<file path="src/rtl/jogo_pkg.sv">
// Shared definitions for the game control unit: state codes, default timeout
// and the Moore output decode used by the controller.
package jogo_pkg;

    localparam int unsigned TIMEOUT_CICLOS_PADRAO = 5000;

    typedef enum logic [3:0] {
        INICIAL     = 4'h0,
        PREPARA     = 4'h1,
        ESPERA      = 4'h2,
        REGISTRA    = 4'h4,
        COMPARA     = 4'h5,
        PROXIMO     = 4'h6,
        FIM_ACERTO  = 4'hA,
        FIM_TIMEOUT = 4'hD,
        FIM_ERRO    = 4'hE
    } estado_t;

    typedef struct packed {
        logic zera_c;
        logic conta_c;
        logic registra;
        logic pronto;
        logic acertou;
        logic errou;
        logic timeout;
    } saidas_t;

    function automatic saidas_t decodifica(input estado_t estado);
        saidas_t s;
        s = '0;
        case (estado)
            PREPARA:     s.zera_c   = 1'b1;
            REGISTRA:    s.registra = 1'b1;
            PROXIMO:     s.conta_c  = 1'b1;
            FIM_ACERTO: begin
                s.pronto  = 1'b1;
                s.acertou = 1'b1;
            end
            FIM_ERRO: begin
                s.pronto = 1'b1;
                s.errou  = 1'b1;
            end
            FIM_TIMEOUT: begin
                s.pronto  = 1'b1;
                s.errou   = 1'b1;
                s.timeout = 1'b1;
            end
            default:     s = '0;
        endcase
        return s;
    endfunction

endpackage

</file>
<file path="src/rtl/edge_detector.sv">
// Rising-edge detector: one-cycle pulse when sinal goes from 0 to 1.
module edge_detector (
    input  logic clock,
    input  logic reset,
    input  logic sinal,
    output logic pulso
);

    logic sinal_q;

    always_ff @(posedge clock or negedge reset) begin
        if (!reset) begin
            sinal_q <= 1'b0;
        end else begin
            sinal_q <= sinal;
        end
    end

    assign pulso = sinal & ~sinal_q;

endmodule

</file>
<file path="src/rtl/unidade_controle_jogadas.sv">
// Moore control unit for the play sequence: waits for button presses, checks
// each play against the datapath and ends on success, error or timeout.
module unidade_controle_jogadas
    import jogo_pkg::*;
#(
    parameter int unsigned TIMEOUT_CICLOS = TIMEOUT_CICLOS_PADRAO
) (
    input  logic       clock,
    input  logic       reset,
    input  logic       iniciar,
    input  logic       jogada,
    input  logic       igual,
    input  logic       fim,
    output logic       zera_c,
    output logic       conta_c,
    output logic       registra,
    output logic       pronto,
    output logic       acertou,
    output logic       errou,
    output logic       timeout,
    output logic [3:0] db_estado
);

    localparam int unsigned TW = (TIMEOUT_CICLOS > 1) ? $clog2(TIMEOUT_CICLOS) : 1;
    localparam logic [TW-1:0] TC_MAX = TW'(TIMEOUT_CICLOS - 1);

    estado_t       estado;
    estado_t       prox;
    logic          pulso_jogada;
    logic [TW-1:0] tc;
    saidas_t       s;

    edge_detector u_edge_jogada (
        .clock (clock),
        .reset (reset),
        .sinal (jogada),
        .pulso (pulso_jogada)
    );

    always_ff @(posedge clock or negedge reset) begin
        if (!reset) begin
            estado <= INICIAL;
        end else begin
            estado <= prox;
        end
    end

    // Counter only runs while waiting; leaving ESPERA (via PREPARA/PROXIMO) restarts it.
    always_ff @(posedge clock or negedge reset) begin
        if (!reset) begin
            tc <= '0;
        end else if (estado == ESPERA) begin
            tc <= tc + 1'b1;
        end else begin
            tc <= '0;
        end
    end

    always_comb begin
        prox = estado;
        unique case (estado)
            INICIAL:  if (iniciar) prox = PREPARA;
            PREPARA:  prox = ESPERA;
            ESPERA: begin
                if (pulso_jogada) begin
                    prox = REGISTRA;
                end else if (tc == TC_MAX) begin
                    prox = FIM_TIMEOUT;
                end
            end
            REGISTRA: prox = COMPARA;
            COMPARA: begin
                if (!igual) begin
                    prox = FIM_ERRO;
                end else if (fim) begin
                    prox = FIM_ACERTO;
                end else begin
                    prox = PROXIMO;
                end
            end
            PROXIMO:  prox = ESPERA;
            FIM_ACERTO, FIM_ERRO, FIM_TIMEOUT: if (iniciar) prox = PREPARA;
            default:  prox = INICIAL;
        endcase
    end

    always_comb begin
        s         = decodifica(estado);
        zera_c    = s.zera_c;
        conta_c   = s.conta_c;
        registra  = s.registra;
        pronto    = s.pronto;
        acertou   = s.acertou;
        errou     = s.errou;
        timeout   = s.timeout;
        db_estado = estado;
    end

endmodule

</file>
<file path="config.mk">
export PLATFORM = sky130hd
export DESIGN_NAME = unidade_controle_jogadas
export DESIGN_NICKNAME = d
export VERILOG_FILES = /design/src/rtl/jogo_pkg.sv /design/src/rtl/edge_detector.sv /design/src/rtl/unidade_controle_jogadas.sv
export SDC_FILE = /design/constraint.sdc
export NUM_CORES = 1
export LEC_CHECK = 0
export ABC_AREA = 1
export BUFFER_PORTS_ARGS = -buffer_cell sky130_fd_sc_hd__buf_2
export CORE_UTILIZATION = 55
export DETAILED_ROUTE_END_ITERATION = 6
export PLACE_DENSITY = 0.89
export SYNTH_ARGS = -nofsm -noshare
export SYNTH_HDL_FRONTEND = slang
export SYNTH_SLANG_ARGS = --single-unit
</file>
<file path="constraint.sdc">
create_clock -name clock -period 2.7 [get_ports clock]
set_clock_uncertainty 0.15 [all_clocks]
set_input_delay 0.27 -clock clock [delete_from_list [all_inputs] [get_ports clock]]
set_output_delay 0.27 -clock clock [all_outputs]
set_load 0.03 [all_outputs]
</file>
==> key figures, run 1 <==
Run status
  • Outcome: complete, no violations

STA
  • Final setup violation count: 0
  • RSZ-0062 raised after global routing: no
  • Final hold vios: 0
  • Fraction of the cycle the final worst path needs: 0.680
  • Slew Limit Fails: 0
  • Fmax: 545 MHz
  • Setup TNS: 0 ns
  • Worst rel slew slack: 0.733
  • Worst-Margin Slew: 0.401 ns
  • Setup WS post-layout: 0.865 ns
  • Crit path time final: around 1.8 ns

Placed design
  • Dpl cells: 193
  • Port bufs: 16
  • Area after DPL: 1180 µm²
  • DP HPWL: 1.74 mm
  • Setup WS pre-CTS: 1.19 ns
  • Gpl congestion: slightly below 0.9

Clock tree
  • Setup bufs post-CTS: 0
  • TritonCTS clock tree: done
  • Cts hold-fix bufs: 2
  • H-tree levels: 1
  • Worst-Skew Late Latency: 0.30 ns
  • Clk slew on worst S/H paths: ~0.1 ns
  • Deepest clock path buffer count: 2
  • Post_cts resized: 0
  • Root Driver: clkbuf_4
  • CTS Buf Count: 3
  • Clock Sinks: 18

Synth
  • Post-synthesis adder-cell area fraction: 0.0117
  • Sequential fraction of the synthesis area: 0.421
  • Synth Warn #: 0
  • Cell taking the most area after synthesis: dfrtp_1
  • Largest cells by area after synthesis: dfrtp_1 (42%), nand2_1 (15%), inv_1 (7.4%)
  • Synthesized area per cell: ~7.0 µm²
  • Synth Net Count: 159
  • Synth Register Bits: 18
  • Synth Area in Compound Gates: 0.0760
  • Synthesized area: approximately 1100 µm²
  • Mux cell area share after synthesis: 0
  • Synth cell types: 19
  • Top-area cell type share of the netlist area: 0.421
  • Mapped Cells: approximately 150
  • XOR/XNOR Fraction of Synth Area: 0
  • Largest family of logic cells by synthesized area: simple AND/OR/NAND/NOR gates
  • Post-synthesis simple-gate area fraction: 0.396

Min path
  • Hold WC Path Type: primary input to flop
  • Worst hold start: fim

Power
  • Net Sw Frac: 0.455
  • Sequential share of power: 0.380
  • Logic pwr share: 0.443
  • Max IR drop VDD: 0.000561 V
  • Leakage power: 0.000685 µW
  • Clock power frac: 0.177
  • Internal: 513 µW
  • P_sw: between 400 and 500 µW
  • Pwr Density: 759 nW/µm²

Drt
  • Vias/cell: 5.35
  • WL/cell: about 12 µm
  • Post-route DRC: 0
  • Final wirelength: approximately 2.3 mm
  • Routed vias: 1065
  • Antenna-violating nets left: 0
  • DRT iter0 DRCs: 32
  • Router iterations before antenna repair: 4

Final layout
  • Share of layout cells above drive strength 1: 0.218
  • Post-route cell area: 1240 µm²
  • # diodes: 0
  • Layout area overhead: 15.7%
  • Layout net count: approximately 180
  • Finished Layout Cells: 199

Floorplan
  • Die area: 2130 µm²
  • Starting Density: 0.600
  • Core area: 1780 µm²
  • Floorplan row count: 15
  • Die W: 46.1 µm
  • I/O Pins: 17
  • Die Span Y: 46.1 µm

Critical path
  • Critical Path Sink Type: output pin
  • Reg2reg start: tc[0]
  • CP max-delay cell: dfrtp_1
  • Cell chain of the critical path: inv_1 -> nand2_1 -> nor3_1 -> buf_2
  • Critical Path RT: 2.28 ns
  • Worst Setup Start Kind: flop
  • Slack of the worst reg-to-reg path: 1.17 ns
  • CP arrival: 1.41 ns
  • CP max stage delay: about 0.46 ns
  • Crit Path Max Fanout: 6
  • Crit path launch: db_estado[3]
  • Critical path class: flop to output pin

Global route
  • Pin count of the biggest net entering global routing: 19
  • First-pass GRT wire length: 3.80 mm
  • Gr ovfl total: 0
  • Vias in the first global route: slightly above 900
  • Initial antenna violation count: 0
  • GRT Util Overall: 0.255

Flow run
  • Total of max-cap violations: 0
[synth_stat cells]
| master | count |
|---|---|
| o21ai_1 | 5 |
| a21oi_1 | 9 |
| nand3_1 | 13 |
| nor2_4 | 2 |
| ha_1 | 1 |
| inv_1 | 21 |
| inv_2 | 6 |
| nand2_2 | 4 |
| nor3_2 | 1 |
| nor2_2 | 2 |
| nor2_1 | 18 |
| a31oi_1 | 1 |
| nor3_4 | 1 |
| nor3_1 | 3 |
| nand3_2 | 2 |
| o21ai_0 | 1 |
| nand4_1 | 2 |
| dfrtp_1 | 18 |
| nand2_1 | 42 |
[metrics by stage]
| step | power (µW) | utilization | hold WS (ns) |
|---|---|---|---|
| 6_report | 940 | 0.694 | 0.191 |
| 4_1_cts | 942 | 0.694 | 0.187 |
| 5_1_grt | 1010 | 0.694 | 0.198 |
| 2_1_floorplan | 670 | - | -0.176 |
| 3_3_place_gp | 761 | 0.662 | 0.0615 |
| 3_5_place_dp | 774 | 0.662 | 0.0680 |
[power groups by stage]
stage,combinational [µW],sequential (µW),clock [µW]
floorplan,271,399,0
global placement,402,360,0
detailed placement,411,362,0
CTS,415,356,171
global route,470,362,180
finish,416,357,166
[area by class of cell]
| class | instances | area, µm² |
|---|---|---|
| timing repair buffer | 18 | 100 |
| inverter | 27 | 101 |
| sequential | 18 | 450 |
| clock buffer | 4 | 36.3 |
| tap | 25 | 31.3 |
| multi-input combinational | 107 | 518 |
| fill | 150 | 546 |
[metal layers]
| layer | global-route usage | wire length [µm] | vias to the layer above |
|---|---|---|---|
| met3 | 0.0588 | 113 | 0 |
| met1 | 0.338 | 992 | 504 |
| met5 | 0 | 0 | - |
| li1 | - | - | 522 |
| met2 | 0.408 | 1190 | 39 |
| met4 | 0.0882 | 0 | 0 |
[cell usage in the layout, fill, tap and decap left out]
master | synthesis | final
a31oi_1 | 1 | 1
buf_2 | 0 | 16
clkbuf_4 | 0 | 3
nand2_2 | 4 | 4
nand4_1 | 2 | 2
dfrtp_1 | 18 | 18
nor3_1 | 3 | 3
nor2_2 | 2 | 2
inv_2 | 6 | 6
a21oi_1 | 9 | 9
inv_1 | 21 | 21
nor3_4 | 1 | 1
dlygate4sd3_1 | 0 | 2
o21ai_0 | 1 | 1
nor2_1 | 18 | 18
nand3_2 | 2 | 2
nor2_4 | 2 | 2
ha_1 | 1 | 1
o21ai_1 | 5 | 5
nor3_2 | 1 | 1
nand3_1 | 13 | 13
nand2_1 | 42 | 42
clkbuf_8 | 0 | 1
[worst max-delay path: cells and delay by family, from the launching register on]
| kind | cells | cell delay [ns] |
|---|---|---|
| flops | 1 | 0.46 |
| buf+inv | 2 | 0.38 |
| simple gates | 2 | 0.27 |
[sequential cells by signal, indices dropped and copies added, names as in the netlist]
| register | flops |
|---|---|
| db_estado | 4 |
| tc | 13 |
| u_edge_jogada.sinal_q | 1 |
[cell families after synthesis]
| group | count (synthesis) |
|---|---|
| compound gates | 16 |
| flops | 18 |
| fa+ha+maj | 1 |
| buf+inv | 27 |
| simple gates | 90 |
[worst paths after layout]
path / cells after the start / to
min in group asynchronous: 2 / tc[8]
hold reg to reg: 1 / tc[0]
max in group asynchronous: 2 / tc[5]
hold / removal: 5 / db_estado[3]
setup / recovery: 4 / conta_c
setup reg to reg: 8 / db_estado[0]
Note: power is estimated with default switching activity, not from simulation.
==> inputs of run 2 (changes only) <==
--- a/config.mk
+++ b/config.mk
@@ -7,9 +7,9 @@
 export LEC_CHECK = 0
 export ABC_AREA = 1
 export BUFFER_PORTS_ARGS = -buffer_cell sky130_fd_sc_hd__buf_2
-export CORE_UTILIZATION = 55
+export CORE_UTILIZATION = 49
 export DETAILED_ROUTE_END_ITERATION = 6
-export PLACE_DENSITY = 0.89
+export PLACE_DENSITY = 0.84
 export SYNTH_ARGS = -nofsm -noshare
 export SYNTH_HDL_FRONTEND = slang
 export SYNTH_SLANG_ARGS = --single-unit
==> constraint.sdc (replaced) <==
create_clock -name clock -period 1.5 [get_ports clock]
set_clock_uncertainty 0.15 [all_clocks]
set_input_delay 0.15 -clock clock [delete_from_list [all_inputs] [get_ports clock]]
set_output_delay 0.15 -clock clock [all_outputs]
set_load 0.03 [all_outputs]
==> run 2 against run 1 <==
Compared with the run above: the run now ends with setup timing left; clock-buffer cell count is the same; setup slack got worse by 1.0 ns; first-iteration DRC count increased by 88%; register-to-register slack lost 1.3 ns; power increased by 140%; clock power rose by 90%; critical path type unchanged; largest cell class unchanged.
==> key figures, run 2 (synthesized netlist as in run 1, its figures left out) <==
STA
  • Crit path time final: approximately 1.7 ns
  • Fraction of the cycle the final worst path needs: 1.11
  • Fmax: 600 MHz
  • Worst-Margin Slew: ~0.41 ns
  • Hold Slack: about 0.061 ns
  • Slew Limit Fails: 0
  • Final setup violation count: 11
  • RSZ-0062 raised after global routing: yes
  • Worst rel slew slack: 0.724
  • Final hold vios: 0
  • Setup WS post-layout: -0.166 ns

Floorplan
  • Die W: between 40 and 50 µm
  • Floorplan row count: 16
  • Core area: 2000 µm²
  • Die Span Y: between 40 and 50 µm
  • Die area: between 2000 and 2500 µm²
  • Starting Density: 0.534
  • I/O Pins: 17

Final layout
  • Fillers: 134
  • Max reg flops: 13
  • Most frequent cells in the layout: nand2_1 (36), inv_1 (18), nor2_1 (14)
  • # diodes: 0
  • Top reg by flops: tc
  • Total area of sequential cells: ~460 µm²
  • Share of layout cells above drive strength 1: 0.415
  • Layout area overhead: 43.9%
  • Layout Utilization: 0.769
  • Layout net count: 196
  • Multi-input logic area: 641 µm²
  • Commonest non-fill, non-tap cell in the layout: nand2_1
  • Post-route cell area: 1540 µm²

Global route
  • First-pass GRT wire length: 5.17 mm
  • Pin count of the biggest net entering global routing: 19
  • Initial antenna violation count: 0
  • Vias in the first global route: 1112
  • Gr ovfl total: 0
  • GRT Util Overall: 0.299

Power
  • Net Sw Frac: 0.481
  • Clock power frac: 0.138
  • Sequential share of power: 0.304
  • Pwr Density: 1490 nW/µm²
  • Total chip power: 2290 µW
  • Leakage power: around 0.00079 µW
  • Max IR drop VDD: 0.00113 V
  • Internal: 1190 µW
  • Logic pwr share: 0.558
  • P_sw: ~1100 µW

Drt
  • Router iterations before antenna repair: 4
  • Final wirelength: 3.76 mm
  • WL/cell: 17.5 µm
  • DRT iter0 DRCs: 60
  • Routed vias: about 1200
  • Post-route DRC: 0
  • Antenna-violating nets left: 0
  • Vias/cell: between 5 and 6

Critical path
  • Worst Setup Start Kind: flop
  • Critical path class: flop to output pin
  • CP arrival: 1.37 ns
  • Crit Path Max Fanout: 5
  • Critical Path Sink Type: output pin
  • Critical Path RT: 1.20 ns

Clock tree
  • Clock Sinks: 18
  • Deepest clock path buffer count: 2
  • TritonCTS clock tree: done
  • Root Driver: clkbuf_4
  • H-tree levels: 1
  • CTS Buf Count: 3
  • Worst-Skew Late Latency: just over 0.3 ns
  • Clk slew on worst S/H paths: approximately 0.11 ns

Run status
  • Outcome: complete, but fails checks
  • Violated checks: setup timing

Placed design
  • Gpl congestion: 0.878
  • DP HPWL: approximately 1.8 mm
  • Setup WS pre-CTS: approximately 0.015 ns
  • Area after DPL: roughly 1200 µm²
  • Port bufs: 16

Flow run
  • Total of max-cap violations: 0

Min path
  • Hold WC Path Type: primary input to flop
## run 2: cell count changes in the layout (fill, tap and decap cells not counted), sizes merged
cell    previous run  this run
clkinv             0         1
buf               16        30
inv               27        26
## run 2: through the flow
step,cells,setup TNS (ns)
3_3_place_gp,196,0
5_1_grt,215,-2.18
6_report,215,-1.18
2_1_floorplan,152,-0.00379
4_1_cts,212,-0.451
3_5_place_dp,196,0
## run 2: worst max-delay path, cell delays in order (launching register included)
cell and delay [ns]:
dfrtp_2 0.48, nand2_1 0.12, inv_1 0.14, nand2_4 0.08, nand2_1 0.09, buf_6 0.14
## run 2: final timing paths
path,from,to,cells past startpoint,slack (ns)
hold reg to reg,tc[0],tc[0],1,0.33
setup reg to reg,db_estado[3],db_estado[0],9,-0.08
hold / removal,fim,db_estado[3],5,0.06
min in group asynchronous,reset,tc[10],2,0.14
setup / recovery,db_estado[3],pronto,5,-0.17
max in group asynchronous,reset,db_estado[0],2,0.75
## run 2: cell type report
class / instances / share of cell area
Timing Repair Buffer: 32 / 0.169
Multi-Input combinational cell: 107 / 0.416
Sequential cell: 18 / 0.297
Tap cell: 27 / 0.0220
Inverter: 27 / 0.0724
Clock buffer: 4 / 0.0236
## run 2: metal layers
| metal | wire length [µm] | track usage | up-vias |
|---|---|---|---|
| met5 | 0 | 0 | - |
| met4 | 317 | 0.230 | 0 |
| met3 | 284 | 0.0535 | 26 |
| met2 | 1780 | 0.495 | 87 |
| met1 | 1380 | 0.339 | 574 |
| li1 | - | - | 550 |
## run 2: power by group through the flow
| stage | registers, µW | logic, µW | clock network (µW) |
|---|---|---|---|
| 4_1_cts | 677 | 1010 | 319 |
| 5_1_grt | 704 | 1360 | 335 |
| 3_3_place_gp | 656 | 765 | 0 |
| 6_report | 695 | 1280 | 316 |
| 2_1_floorplan | 727 | 510 | 0 |
| 3_5_place_dp | 662 | 791 | 0 |
## run 2: repair_timing
action | 4_1_cts | 5_1_grt
endpoints found under the hold margin | 19 | 0
hold buffers | 2 | 0
resized for setup | 28 | 26
endpoints found under the setup margin | 8 | 16
buffers inserted | 10 | 3
pin swaps | 4 | 6
==> inputs of run 3 (changes only) <==
--- a/config.mk
+++ b/config.mk
@@ -7,9 +7,9 @@
 export LEC_CHECK = 0
 export ABC_AREA = 1
 export BUFFER_PORTS_ARGS = -buffer_cell sky130_fd_sc_hd__buf_2
-export CORE_UTILIZATION = 49
+export CORE_UTILIZATION = 45
 export DETAILED_ROUTE_END_ITERATION = 6
-export PLACE_DENSITY = 0.84
+export PLACE_DENSITY = 0.79
 export SYNTH_ARGS = -nofsm -noshare
 export SYNTH_HDL_FRONTEND = slang
 export SYNTH_SLANG_ARGS = --single-unit
==> run 3 against run 2 <==
Compared with the run above: register-to-register slack gained 0.03 ns; combinational power shrank 10%; non-clock buffer count shrank 1; setup slack gained 0.097 ns; critical endpoint is now acertou; clock power shrank 26%; first-iteration DRC count shrank 38%; highest routed layer unchanged; via count shrank 11%; the run still ends with setup timing left; worst hold slack gained 0.025 ns.
==> key figures, run 3 (synthesized netlist as in run 1, its figures left out) <==
Placed design
  • Port bufs: 16
  • Area after DPL: 1220 µm²
  • DP HPWL: about 1.8 mm
  • Gpl congestion: ~0.82

Global route
  • Vias in the first global route: between 1000 and 1500
  • GRT Util Overall: 0.230
  • Pin count of the biggest net entering global routing: 19
  • Gr ovfl total: 0
  • First-pass GRT wire length: 4.37 mm
  • Initial antenna violation count: 0

Min path
  • WHS Endpoint: db_estado[0]
  • Min-Delay Path Depth: 5
  • Hold WC Path Type: primary input to flop
  • Worst hold start: iniciar

Floorplan
  • I/O Pins: 17
  • Die W: about 50 µm
  • Starting Density: 0.479
  • Floorplan row count: 17
  • Core area: about 2200 µm²
  • Die area: between 2000 and 3000 µm²
  • Die Span Y: 50.8 µm

Critical path
  • Slack of the worst reg-to-reg path: -0.05 ns
  • CP arrival: 1.27 ns
  • Cell chain of the critical path: buf_4 -> nand3_2 -> nor2_2 -> buf_6
  • CP max-delay cell: dfrtp_2
  • Top delay family on crit path: flip-flops
  • Worst Setup Start Kind: flop
  • Reg2reg start: db_estado[1]
  • Crit path launch: db_estado[1]
  • Worst Path Buf+Inv: 2
  • Reg2reg end: db_estado[2]
  • Critical Path Sink Type: output pin
  • Path depth of the worst reg2reg path: 8
  • Critical Path RT: 1.20 ns
  • Crit Path Max Fanout: 5
  • CP max stage delay: around 0.46 ns
  • Critical path class: flop to output pin

Final layout
  • # diodes: 0
  • Post-route cell area: 1470 µm²
  • Fillers: 180
  • Share of layout cells above drive strength 1: 0.396
  • Top reg by flops: tc
  • Commonest non-fill, non-tap cell in the layout: nand2_1
  • Layout net count: 196
  • Most frequent cells in the layout: nand2_1 (36), inv_1 (18), nor2_1 (14)
  • Layout area overhead: 37.7%
  • Max reg flops: 13

Drt
  • Router iterations before antenna repair: 4
  • DRT iter0 DRCs: 37
  • Antenna-violating nets left: 0
  • Final wirelength: 2.84 mm
  • Vias/cell: 5.13
  • WL/cell: 13.2 µm
  • Routed vias: between 1000 and 1500
  • Post-route DRC: 0

STA
  • Fmax: about 640 MHz
  • Worst rel slew slack: 0.736
  • Setup TNS: -0.404 ns
  • Final hold vios: 0
  • Crit path time final: around 1.6 ns
  • Fraction of the cycle the final worst path needs: 1.05
  • Slew Limit Fails: 0
  • Final setup violation count: 8
  • RSZ-0062 raised after global routing: yes
  • Worst-Margin Slew: 0.396 ns
  • Setup WS post-layout: -0.0691 ns

Power
  • Leakage power: 0.000763 µW
  • Logic pwr share: 0.559
  • Pwr Density: 1400 nW/µm²
  • P_sw: between 900 and 1000 µW
  • Net Sw Frac: 0.468
  • Sequential share of power: 0.328
  • Internal: 1100 µW
  • Clock power frac: 0.113
  • Max IR drop VDD: 0.00109 V

Clock tree
  • TritonCTS clock tree: done
  • Clk slew on worst S/H paths: 0.09 ns
  • Root Driver: clkbuf_4
  • H-tree levels: 1
  • Worst-Skew Late Latency: 0.29 ns
  • CTS Buf Count: 3
  • Clock Sinks: 18
  • Deepest clock path buffer count: 2

Run status
  • Outcome: complete, but fails checks
  • Violated checks: setup timing

Flow run
  • Total of max-cap violations: 0
-- run 3: tightest hold or removal path, delay by kind of cell --
family,cells,cell delay [ns]
buffers and inverters,2,0.12
and+or+nand+nor,3,0.22
-- run 3: how the worst max path moves through the flow --
stage / endpoint / slack (ns) / cells past startpoint
2_1_floorplan: db_estado[0] / -0.004 / 7
3_3_place_gp: db_estado[0] / 0.09 / 8
3_5_place_dp: db_estado[1] / -0.008 / 8
4_1_cts: conta_c / -0.05 / 3
5_1_grt: acertou / -0.14 / 4
6_report: acertou / -0.07 / 4
-- run 3: routing by layer --
metal  up-vias  part of all wire  global-route usage
li1        553                 -                   -
met1       508              0.42               0.268
met2        37              0.52               0.404
met3         6             0.042              0.0545
met4         0             0.021              0.0880
met5         -                 0                   0
-- run 3: final cells by class --
type / count / area [µm²] / share of cell area
multi-input cells: 107 / 606 / 0.411
clock buffers: 3 / 22.5 / 0.0153
flip-flops and latches: 18 / 457 / 0.310
well taps: 28 / 35.0 / 0.0238
inverters: 27 / 104 / 0.0705
repair buffers: 31 / 241 / 0.164
repair inverters: 1 / 7.51 / 0.00510
-- run 3: timing repair --
action | CTS | global route
buffers inserted | 7 | 4
cloned | 0 | 1
pin swaps | 2 | 4
hold buffers | 2 | 0
gates resized for setup | 20 | 21
hold endpoints to repair | 19 | 0
setup endpoints to repair | 12 | 18
-- run 3: power groups by stage --
stage               sequential (µW)  combinational (µW)  clock [µW]
floorplan                       727                 510           0
global route                    681                1250         261
finish                          678                1150         234
detailed placement              668                 786           0
global placement                660                 760           0
CTS                             655                 976         240
-- run 3: through the flow --
stage	instances	utilization	power, µW	worst slack [ns]	hold slack (ns)
after floorplan	152	-	1240	-0.00379	-0.296
after global placement	198	0.545	1420	0.0950	-0.0545
after detailed placement	198	0.545	1450	-0.00777	-0.0520
after CTS	210	0.610	1870	-0.0511	0.0736
after global routing	215	0.659	2190	-0.139	0.0908
final	215	0.659	2070	-0.0691	0.0857
